--- config.mk ---
export PLATFORM = sky130hd
export DESIGN_NAME = command_dispatcher
export DESIGN_NICKNAME = d
export VERILOG_FILES = /design/src/rtl/command_dispatcher.sv
export SDC_FILE = /design/constraint.sdc
export NUM_CORES = 1
export LEC_CHECK = 0
export BUFFER_PORTS_ARGS = -buffer_cell sky130_fd_sc_hd__buf_2
export CAP_MARGIN = 20
export CORE_ASPECT_RATIO = 0.9
export CORE_MARGIN = 2
export CORE_UTILIZATION = 40
export CTS_CLUSTER_DIAMETER = 40
export DETAILED_ROUTE_END_ITERATION = 8
export SYNTH_ARGS = -nofsm -noshare
export SYNTH_HDL_FRONTEND = slang
export SYNTH_SLANG_ARGS = --single-unit
--- constraint.sdc ---
create_clock -name clock -period 5.9 [get_ports clock]
set_clock_uncertainty 0.2 [all_clocks]
set_input_delay 1.475 -clock clock [delete_from_list [all_inputs] [get_ports clock]]
set_output_delay 1.475 -clock clock [all_outputs]
set_load 0.02 [all_outputs]
--- src/rtl/command_dispatcher.sv ---
// command_dispatcher: turns a 2-byte UART frame (address, request) into a decoder dispatch
module command_dispatcher #(
  parameter int NUM_DEVICES  = 1,
  parameter int BYTE_TIMEOUT = 5000000,
  parameter int RESP_TIMEOUT = 10000000
) (
  input  logic        clock,
  input  logic        reset_n,
  input  logic [7:0]  rx_data,
  input  logic        rx_valid,
  input  logic        finished,
  output logic        enable,
  output logic [31:0] device_selector,
  output logic [7:0]  request,
  output logic        busy,
  output logic        frame_error,
  output logic        timeout_error,
  output logic        overrun
);
  localparam logic [27:0] BYTE_LAST = 28'(BYTE_TIMEOUT - 1);
  localparam logic [27:0] RESP_LAST = 28'(RESP_TIMEOUT - 1);
  typedef enum logic [1:0] {WAIT_ADDR, WAIT_CMD, WAIT_DONE} state_t;
  state_t state, next_state;
  logic [4:0] addr, addr_d;
  logic addr_ok, addr_ok_d;
  logic [27:0] byte_cnt, byte_cnt_d, resp_cnt, resp_cnt_d;
  logic enable_d, busy_d, frame_error_d, timeout_error_d, overrun_d;
  logic [31:0] device_selector_d;
  logic [7:0] request_d;
  logic byte_last, resp_last;
  assign byte_last = byte_cnt == BYTE_LAST;
  assign resp_last = resp_cnt == RESP_LAST;
  // state, counters and all registered outputs; reset drops enable immediately
  always_ff @(posedge clock or negedge reset_n) begin
    if (!reset_n) begin
      state           <= WAIT_ADDR;
      addr            <= '0;
      addr_ok         <= 1'b0;
      byte_cnt        <= '0;
      resp_cnt        <= '0;
      enable          <= 1'b0;
      busy            <= 1'b0;
      request         <= '0;
      device_selector <= '0;
      frame_error     <= 1'b0;
      timeout_error   <= 1'b0;
      overrun         <= 1'b0;
    end else begin
      state           <= next_state;
      addr            <= addr_d;
      addr_ok         <= addr_ok_d;
      byte_cnt        <= byte_cnt_d;
      resp_cnt        <= resp_cnt_d;
      enable          <= enable_d;
      busy            <= busy_d;
      request         <= request_d;
      device_selector <= device_selector_d;
      frame_error     <= frame_error_d;
      timeout_error   <= timeout_error_d;
      overrun         <= overrun_d;
    end
  end
  // frame sequencing: a byte always beats a timeout, finished always beats a timeout
  always_comb begin
    next_state = WAIT_ADDR;
    case (state)
      WAIT_ADDR: next_state = rx_valid ? WAIT_CMD : WAIT_ADDR;
      WAIT_CMD:  next_state = (rx_valid && addr_ok) ? WAIT_DONE : (rx_valid || byte_last) ? WAIT_ADDR : WAIT_CMD;
      WAIT_DONE: next_state = (finished || resp_last) ? WAIT_ADDR : WAIT_DONE;
      default:   next_state = WAIT_ADDR;
    endcase
  end
  // next values of outputs and counters; request/device_selector persist after completion
  always_comb begin
    addr_d            = addr;
    addr_ok_d         = addr_ok;
    byte_cnt_d        = byte_cnt;
    resp_cnt_d        = resp_cnt;
    enable_d          = enable;
    busy_d            = busy;
    request_d         = request;
    device_selector_d = device_selector;
    frame_error_d     = 1'b0;
    timeout_error_d   = 1'b0;
    overrun_d         = 1'b0;
    case (state)
      WAIT_ADDR: begin
        if (rx_valid) begin
          addr_d     = rx_data[4:0];
          addr_ok_d  = {24'd0, rx_data} < 32'(NUM_DEVICES);
          byte_cnt_d = '0;
        end
      end
      WAIT_CMD: begin
        byte_cnt_d    = byte_last ? byte_cnt : byte_cnt + 28'd1;
        frame_error_d = rx_valid ? !addr_ok : byte_last;
        if (rx_valid && addr_ok) begin
          request_d         = rx_data;
          device_selector_d = 32'd1 << addr;
          enable_d          = 1'b1;
          busy_d            = 1'b1;
          resp_cnt_d        = '0;
        end
      end
      WAIT_DONE: begin
        resp_cnt_d      = resp_last ? resp_cnt : resp_cnt + 28'd1;
        timeout_error_d = !finished && resp_last;
        overrun_d       = rx_valid;
        if (finished || resp_last) begin
          enable_d = 1'b0;
          busy_d   = 1'b0;
        end
      end
      default: begin
        addr_d = addr;
      end
    endcase
  end
endmodule

==> results_dict.tcl <==
set metrics [dict create \
    drv_slew 0 \
    endpoint "byte_cnt[16]" \
    r2r_setup_slack_ns 2.33 \
    antenna_found_initial 0 \
    status "finished clean" \
    synth_seq_cells 108 \
    wl_per_cell_um 16.7 \
    min_period_ns 3.57 \
    critPathLaunchType "register" \
    first_pass_iters 4 \
    critPathCaptureType "register" \
    ctsHtreeMaxLevel 3 \
    numCtsBuffers 9 \
    rr_startpoint "byte_cnt[16]" \
    viasPerCell 5.89 \
    ctsHoldBuffers 0 \
    fin_nets 617 \
    chipHeight_um 114 \
    fin_cells 776 \
    grt_pass1_wl_mm 21.8 \
    cp_max_fo 20 \
    crit_arrival_ns 3.65 \
    yosys-top-cells-area "dfrtp_1, nand2_1, nand3_1, o21ai_0, a31oi_1" \
    cts_root_buffer "clkbuf_16" \
    setup_tns_ns 0 \
    ir_drop_uv 177 \
    syn_to_final_growth_pct 14.0 \
    ys_types 62 \
    async_flop_share_pct 100 \
    synth_edf_count 0 \
    rr_worst_depth 5 \
    syn_avg_cell_area_um2 9.51 \
    path_class "reg -> reg" \
    die_w_um 126 \
    post-route-period-util_pct 60.6 \
    die_area_um2 14300 \
    hold_viol 0 \
    yosysWarnings 0 \
    dp_hpwl_mm 8.64 \
    yosysTopAreaCell "dfrtp_1" \
    drt_iter0_drc 337 \
    core_um2 13200 \
    ant_nets 0 \
    cts_tree "done" \
    drive_gt1_share_pct 17.3 \
    cts_sinks 108 \
    p_leak_nw 2.88 \
    hold_path.class "reg -> reg" \
    post-cts-setup-buffers 0 \
    dr_total_vias 4572 \
    gp_congestion 0.831 \
    synth_ff_type "dfrtp_1" \
    dp_cells 757 \
    synth_area_um2 5340 \
    max_slew_margin_pct 28.2 \
    io_pins 57 \
    worst_ep_required_time_ns 5.97 \
    grt_pass1_vias 4261 \
    timing.rr.end "byte_cnt[16]" \
    postSynthCellCount 561 \
    clk_latency_ns 0.36 \
    post_cts_resized 0 \
    num_rows 40 \
    ys_seq_area_share_pct 50.6 \
    syn_nets 575 \
    synth_top_area_share_pct 50.6 \
    wirelength_mm 12.9 \
    rsz0062_at_grt "no" \
    grt_max_degree 80 \
    port_buffers 56 \
    setup_viol 0 \
    clock_path_buffers 2 \
    p_per_area_nw_per_um2 307 \
    startpoint "byte_cnt[16]" \
    clkSlewWorstSetupHoldPaths_ns 0.08 \
    grt_overflow_total 0 \
    drcViolationCount 0 \
    grt_usage_pct 18.8 \
    start_util_pct 40.4 \
    cap_violations 0 \
    worstMarginPinSlew_ns 1.07 \
    n_antenna_cell 0 \
    fmax_ghz 0.280 \
]
==> how the worst min path moves through the flow <==
stage                       startpoint  slack [ns]  depth (start not counted)            endpoint
floorplan                 byte_cnt[18]        0.25                          1        byte_cnt[18]
global placement    device_selector[4]        0.26                          2  device_selector[4]
detailed placement          request[5]        0.26                          2          request[5]
CTS                         request[5]        0.28                          2          request[5]
global route        device_selector[4]        0.30                          2  device_selector[4]
finish                      request[5]        0.27                          2          request[5]
==> cell usage after synthesis (4+ instances only) <==
cell / number
o21ai_0: 39
nand3_1: 45
dfrtp_1: 108
mux2_2: 6
a21o_1: 7
clkbuf_1: 19
a22o_1: 8
inv_1: 4
a21oi_1: 18
nand2_1: 85
buf_1: 4
a41oi_1: 4
nand2b_1: 5
nor4b_1: 4
nor2_1: 27
a31oi_1: 26
nor4_1: 9
nor3_1: 9
o21a_1: 5
a211o_1: 9
and4_1: 4
o31ai_1: 8
nand4_1: 19
buf_6: 6
and3_1: 22
==> critical path: stages, from the launching register on <==
cell and delay (ns):
dfrtp_1 0.45, or4_1 0.53, or4b_4 0.55, o31ai_2 0.70
nand2_1 0.69, a31oi_1 0.37
==> cell usage in the layout, fill, tap and decap left out, types with 4 or more instances in the layout <==
cell       count
a211o_1        9
a21o_1         7
a21oi_1       18
a22o_1         8
a31oi_1       26
a41oi_1        4
and3_1        22
and4_1         4
buf_2         56
buf_4          6
clkbuf_16      9
dfrtp_1      108
inv_1          4
mux2_2         6
nand2_1       85
nand2b_1       5
nand3_1       44
nand4_1       19
nor2_1        27
nor3_1         9
nor4_1         9
nor4b_1        4
o21a_1         5
o21ai_0       39
o31ai_1        8
==> layout make-up <==
type / instances / area [um2]
multi-input cells: 416 / 2450
well taps: 168 / 210
clock inverters: 7 / 116
fillers: 1277 / 7130
clock buffers: 9 / 225
repair buffers: 64 / 364
flip-flops and latches: 108 / 2700
inverters: 4 / 15.0
==> logic make-up after synthesis <==
group	synth area share, %
AND/OR/NAND/NOR	25.6
AO/OA/AOI/OAI	18.1
flip-flops	50.6
buffers and inverters	3.59
multiplexers	1.45
adder cells (fa/ha/maj)	0.469
XOR/XNOR	0.164
==> per-stage QoR <==
step / power (mW) / instance area (um2) / setup slack, ns / utilization (%) / hold WS (ns)
finish: 1.87 / 6080 / 2.33 / 46.0 / 0.271
CTS: 1.88 / 6040 / 2.37 / 45.7 / 0.278
global route: 1.96 / 6080 / 2.11 / 46.0 / 0.299
global placement: 1.18 / 5700 / 2.36 / 43.1 / 0.257
floorplan: 1.11 / 5340 / 3.16 / - / 0.255
detailed placement: 1.19 / 5700 / 2.28 / 43.1 / 0.261
==> where the power goes <==
group	internal, mW	switching [mW]	total [mW]
clock network	0.384	0.301	0.685
logic	0.0978	0.133	0.231
registers	0.821	0.128	0.949
total	1.30	0.563	1.87
==> per-layer routing <==
metal | global-route usage, % | vias to the layer above | part of all wire (%) | wire length [um]
li1 | - | 2174 | - | -
met1 | 27.1 | 2253 | 49 | 6390
met2 | 28.4 | 128 | 44 | 5730
met3 | 3.80 | 17 | 4.9 | 628
met4 | 6.59 | 0 | 1.5 | 189
met5 | 0 | - | 0 | 0
==> state kept, by name, indices dropped and copies added, names as in the netlist <==
register,count
device_selector,32
timeout_error,1
request,8
busy,1
resp_cnt,28
frame_error,1
byte_cnt,28
addr,5
overrun,1
addr_ok,1
state,2
No activity file was read; power rests on OpenSTA's default activity.
